[config.mk]
export PLATFORM = sky130hd
export DESIGN_NAME = serial_pattern_source_flat
export DESIGN_NICKNAME = d
export VERILOG_FILES = /design/src/rtl/serial_pattern_source_if.sv /design/src/rtl/serial_pattern_source.sv /design/src/flat_wrapper.sv
export SDC_FILE = /design/constraint.sdc
export NUM_CORES = 1
export LEC_CHECK = 0
export CAP_MARGIN = 20
export CORE_UTILIZATION = 42
export CTS_CLUSTER_SIZE = 25
export DETAILED_ROUTE_END_ITERATION = 10
export GPL_TIMING_DRIVEN = 0
export PLACE_DENSITY = 0.66
export RECOVER_POWER = 25
export SLEW_MARGIN = 20
export SYNTH_ARGS = -nofsm -noshare
export SYNTH_HDL_FRONTEND = slang
export SYNTH_SLANG_ARGS = --single-unit
[constraint.sdc]
create_clock -name clk -period 4 [get_ports clk]
set_input_delay 0.8 -clock clk [delete_from_list [all_inputs] [get_ports clk]]
set_output_delay 0.8 -clock clk [all_outputs]
set_load 0.02 [all_outputs]
[src/rtl/serial_pattern_source_if.sv]
// Parallel-in handshake and serial-out bundle for serial_pattern_source.
// The master side feeds words and watches the stream; the slave side is the serialiser.
interface serial_pattern_source_if #(
    parameter int WIDTH = 8
);
    logic [WIDTH-1:0] data_in;
    logic             data_valid;
    logic             data_ready;
    logic             ser_out;
    logic             ser_valid;
    logic             frame_start;
    logic             busy;

    modport master (
        output data_in, data_valid,
        input  data_ready, ser_out, ser_valid, frame_start, busy
    );

    modport slave (
        input  data_in, data_valid,
        output data_ready, ser_out, ser_valid, frame_start, busy
    );
endinterface

[src/rtl/serial_pattern_source.sv]
// Word-to-bit serialiser feeding the sequence pattern detector: a one-word holding
// register in front of a shifter, so consecutive words stream without an idle bit.
module serial_pattern_source #(
    parameter int WIDTH     = 8,
    parameter bit MSB_FIRST = 1'b1,
    parameter bit IDLE_BIT  = 1'b0
) (
    input  logic                  clk,
    input  logic                  restn,
    serial_pattern_source_if.slave bus
);
    localparam int            CW   = $clog2(WIDTH);
    localparam logic [CW-1:0] LAST = CW'(WIDTH - 1);

    typedef enum logic {IDLE, SHIFT} state_t;

    state_t           state;
    logic [WIDTH-1:0] hold_p0;
    logic             hold_full;
    logic [WIDTH-1:0] shift_p1;
    logic [CW-1:0]    cnt_p1;
    logic             ser_out_q;
    logic             ser_valid_q;
    logic             frame_start_q;
    logic             accept;
    logic             load_en;
    logic             shift_en;

    function automatic logic first_bit(input logic [WIDTH-1:0] w);
        return MSB_FIRST ? w[WIDTH-1] : w[0];
    endfunction

    function automatic logic [WIDTH-1:0] advance(input logic [WIDTH-1:0] w);
        return MSB_FIRST ? {w[WIDTH-2:0], 1'b0} : {1'b0, w[WIDTH-1:1]};
    endfunction

    // Load happens either from idle or straight after the last bit, never alongside an accept.
    assign accept   = bus.data_valid && !hold_full;
    assign load_en  = hold_full && ((state == IDLE) || (cnt_p1 == LAST));
    assign shift_en = (state == SHIFT) && (cnt_p1 != LAST);

    // Stage p0 -> p1: word storage; qualified by hold_full / state, so no reset needed.
    always_ff @(posedge clk) begin
        if (accept) hold_p0 <= bus.data_in;
        if (load_en) begin
            shift_p1 <= advance(hold_p0);
        end else if (shift_en) begin
            shift_p1 <= advance(shift_p1);
        end
    end

    always_ff @(posedge clk or negedge restn) begin
        if (!restn) begin
            state         <= IDLE;
            hold_full     <= 1'b0;
            cnt_p1        <= '0;
            ser_out_q     <= IDLE_BIT;
            ser_valid_q   <= 1'b0;
            frame_start_q <= 1'b0;
        end else begin
            if (load_en) begin
                state         <= SHIFT;
                cnt_p1        <= '0;
                ser_out_q     <= first_bit(hold_p0);
                ser_valid_q   <= 1'b1;
                frame_start_q <= 1'b1;
            end else if (shift_en) begin
                cnt_p1        <= cnt_p1 + 1'b1;
                ser_out_q     <= first_bit(shift_p1);
                frame_start_q <= 1'b0;
            end else if (state == SHIFT) begin
                state         <= IDLE;
                cnt_p1        <= '0;
                ser_out_q     <= IDLE_BIT;
                ser_valid_q   <= 1'b0;
                frame_start_q <= 1'b0;
            end

            if (accept) begin
                hold_full <= 1'b1;
            end else if (load_en) begin
                hold_full <= 1'b0;
            end
        end
    end

    assign bus.data_ready  = !hold_full;
    assign bus.ser_out     = ser_out_q;
    assign bus.ser_valid   = ser_valid_q;
    assign bus.frame_start = frame_start_q;
    assign bus.busy        = ser_valid_q || hold_full;
endmodule

[src/flat_wrapper.sv]
// flat-port wrapper written by rule: the top's interface ports become plain ports
module serial_pattern_source_flat 
#(
    parameter int WIDTH     = 8,
    parameter bit MSB_FIRST = 1'b1,
    parameter bit IDLE_BIT  = 1'b0
)
  (clk, restn, bus_data_in, bus_data_valid, bus_data_ready, bus_ser_out, bus_ser_valid, bus_frame_start, bus_busy);
  serial_pattern_source_if #(.WIDTH(WIDTH)) bus_i ();
  input  logic clk;
  input  logic restn;
  input wire logic [$bits(bus_i.data_in)-1:0] bus_data_in;
  input wire logic [$bits(bus_i.data_valid)-1:0] bus_data_valid;
  output wire logic [$bits(bus_i.data_ready)-1:0] bus_data_ready;
  output wire logic [$bits(bus_i.ser_out)-1:0] bus_ser_out;
  output wire logic [$bits(bus_i.ser_valid)-1:0] bus_ser_valid;
  output wire logic [$bits(bus_i.frame_start)-1:0] bus_frame_start;
  output wire logic [$bits(bus_i.busy)-1:0] bus_busy;
  assign bus_i.data_in = bus_data_in;
  assign bus_i.data_valid = bus_data_valid;
  assign bus_data_ready = bus_i.data_ready;
  assign bus_ser_out = bus_i.ser_out;
  assign bus_ser_valid = bus_i.ser_valid;
  assign bus_frame_start = bus_i.frame_start;
  assign bus_busy = bus_i.busy;
  serial_pattern_source #(.WIDTH(WIDTH), .MSB_FIRST(MSB_FIRST), .IDLE_BIT(IDLE_BIT)) u_core (.clk(clk), .restn(restn), .bus(bus_i));
endmodule
==> impl_metrics.py, run 1 <==
metrics = {
    "sta": {
        "skew_ps": 3.64,
        "timing_worst_slew_pin_value_ps": 800,
        "setup_viol": 0,
        "period_share": 0.623,
        "slew_headroom": 0.465,
        "hold_viol_final": 0,
        "max_freq_ghz": 0.401,
        "rsz0062_at_grt": "false",
        "min_period_ps": 2490,
        "slew_violations": 0,
        "setup_ws_ps": 1510,
        "tns_ps": 0,
    },
    "global_routing": {
        "grt_usage": 0.139,
        "grt_max_degree": 14,
        "grt_pass1_vias": 550,
        "use_met3": 0.0280,
        "grt_pass1_wl_mm": 2.43,
        "top_usage_layer": "met2",
        "gr-usage-met1": 0.170,
        "antenna_found_initial": 0,
        "grtUsageMet2": 0.228,
        "grt_overflow": 0,
    },
    "cts": {
        "ctsHoldBuffers": 0,
        "cts.sinks": 23,
        "h-tree-depth": 1,
        "cts-buffers-inserted": 3,
        "clk_latency_ps": 310,
        "clock_path_buffers": 2,
        "cts.clk_slew.worst_paths_ps": 120,
        "post_cts_buffers": 0,
        "post_cts_resized": 0,
        "clockRootBuffer": "clkbuf_4",
        "cts_tree": "done",
    },
    "critical_path": {
        "rr_endpoint": "u_core.shift_p1[2]",
        "start_kind": "flip-flop",
        "worst_ep_arrival_time_ps": 1690,
        "path_buf_inv": 2,
        "reg2reg_slack_ps": 2200,
        "reg2regPathDepth": 6,
        "r2r-start": "u_core.cnt_p1[0]",
        "path_class": "flip-flop to output pin",
        "path_cells": "clkbuf_8 > or2_2 > clkdlybuf4s50_1",
        "crit_family": "buffers and inverters",
        "cp-end-kind": "output pin",
        "path_max_fanout": 9,
        "cpPeakStageDelay_ps": 540,
        "crit_required_ps": 3200,
        "slowest_stage": "clkdlybuf4s50_1",
    },
    "hold_path": {
        "whs_path_depth": 2,
        "hold_end": "u_core.bus.ser_out",
        "hold_path_class": "flip-flop to flip-flop",
        "hp-start": "u_core.hold_p0[7]",
    },
    "placement": {
        "post_dp_cell_area_um2": 1120,
        "dpl_worst_slack_ps": 1710,
        "place_congestion": 0.665,
        "dp.cells": 100,
        "portBuffers": 15,
        "dpl.hpwl_mm": 1.01,
    },
    "pwr": {
        "vdd_ir_drop_max_mv": 0.355,
        "leakage_nw": 0.475,
        "total_power_mw": 0.802,
        "powerDensity_nw_per_um2": 696,
    },
    "die": {
        "initial_core_util": 0.461,
        "num_rows": 16,
        "io_pins": 16,
        "die_h_um": 49.3,
        "die-area_um2": 2430,
        "die_w_um": 49.3,
        "core_area_um2": 2040,
    },
    "drt": {
        "dr.pass1.iters": 4,
        "drtIter0Drc": 8,
        "ant_nets": 0,
        "via_per_inst": 4.92,
        "drc": 0,
        "vias": 512,
        "wl_per_cell_um": 13.1,
        "wirelength_mm": 1.36,
    },
    "cells_and_area": {
        "area_growth_pct": 22.5,
        "drive_above_1_share": 0.208,
        "diodes": 0,
        "finalNetCount": 91,
        "fin_cells": 104,
        "post-route-cell-area_um2": 1150,
    },
    "logic_synthesis": {
        "synth_top_area_cell": "edfxtp_1",
        "synthCells": 58,
        "synthTopCellsByArea": "edfxtp_1 48%, dfrtp_1 21%, mux2_4 9.6%",
        "ys_types": 22,
        "synth_edf_count": 15,
        "synth_ff_type": "edfxtp_1",
        "synth_top_area_frac": 0.479,
        "yosysMostFrequentCell": "edfxtp_1",
        "syn_nets": 71,
        "syn-mean-instance-area_um2": 16.2,
        "ys_warn_count": 0,
        "ys_top_cells_by_count": "15 x edfxtp_1, 8 x dfrtp_1, 6 x mux2_4",
        "ys_ff_latch": 23,
        "yosysSeqAreaShare": 0.691,
        "syn_area_um2": 941,
        "async_flop_share": 0.348,
    },
    "outcome": {
        "outcome": "finished clean",
    },
    "run": {
        "drv_cap": 0,
    },
}
## where the power goes
part / internal (mW) / total [mW] / switching (mW)
Clock: 0.0373 / 0.104 / 0.0667
Sequential: 0.347 / 0.382 / 0.0346
Combinational: 0.172 / 0.316 / 0.144
## how the worst max path moves through the flow
| stage | slack, ps | to | from | cells past startpoint |
|---|---|---|---|---|
| after detailed placement | 1710 | u_core.hold_p0[5] | bus_data_valid | 2 |
| final | 1510 | bus_busy | u_core.hold_full | 3 |
| after CTS | 1490 | bus_busy | u_core.hold_full | 3 |
| after floorplan | 2320 | u_core.shift_p1[2] | u_core.cnt_p1[0] | 6 |
| after global placement | 1740 | u_core.hold_p0[4] | bus_data_valid | 2 |
| after global routing | 1450 | bus_busy | u_core.hold_full | 3 |
## registers in the layout (all words and copies together), names as in the netlist
register,flops
u_core.shift_p1,7
u_core.hold_p0,8
u_core.state,1
u_core.bus.frame_start,1
u_core.bus.ser_out,1
u_core.cnt_p1,3
u_core.hold_full,1
u_core.bus.ser_valid,1
## area by class of cell
type / instances / area (um2)
fillers: 183 / 890
flip-flops and latches: 23 / 651
multi-input cells: 30 / 254
repair buffers: 15 / 150
well taps: 27 / 33.8
plain buffers: 2 / 25.0
clock buffers: 3 / 22.5
inverters: 3 / 11.3
clock inverters: 1 / 5.00
## through the flow
stage / hold slack (ps) / utilization
global placement: 459 / 0.551
detailed placement: 471 / 0.551
global route: 539 / 0.564
floorplan: 452 / -
finish: 491 / 0.564
CTS: 500 / 0.564
## tightest hold or removal path, stage by stage, from the launching register on
cell,delay [ps]
edfxtp_1,340
nand3_1,70
nand2_1,60
## cell usage in the layout (no fill, tap or decap)
master,netlist,layout
dfrtp_1,8,8
nor2b_1,1,1
a21oi_1,1,1
clkdlybuf4s50_1,0,10
clkbuf_4,0,3
a22o_1,1,1
o21ai_0,2,2
a22oi_1,1,1
dlygate4sd3_1,0,5
nor2_1,3,3
a21o_1,1,1
and2b_2,1,1
edfxtp_1,15,15
ha_1,2,2
nand3_1,1,1
or2_2,1,1
nand2_1,5,5
clkinv_2,0,1
nand2b_1,1,1
and3_2,1,1
clkbuf_8,1,1
a32o_1,1,1
mux2_4,6,6
nand2_8,1,1
inv_1,3,3
buf_6,1,1
## logic make-up after synthesis
logic type / synth area share
AOI/OAI and AO/OA: 0.0519
adders and majority gates: 0.0266
buffers and inverters: 0.0386
DFF: 0.691
muxes: 0.0957
and+or+nand+nor: 0.0958
## metal layers
metal	vias to the layer above	wire, um
met2	11	656
met3	5	46
li1	245	-
met1	251	626
met4	0	30
met5	-	0
(Power assumes the default switching activity.)
==> inputs of run 2 (changes only) <==
==> constraint.sdc (replaced) <==
create_clock -name clk -period 2.45 [get_ports clk]
set_input_delay 0.49 -clock clk [delete_from_list [all_inputs] [get_ports clk]]
set_output_delay 0.49 -clock clk [all_outputs]
set_load 0.02 [all_outputs]
==> results of run 2 <==
Same layout as run 1 (identical final DEF). Status: finished clean.
Main changes from that run: setup slack after placement 1710 ps -> 470 ps; setup slack after layout 1510 ps -> 268 ps; register-to-register setup slack 2200 ps -> 650 ps; total power 0.802 mW -> 1.31 mW; worst IR drop on VDD 0.355 mV -> 0.579 mV
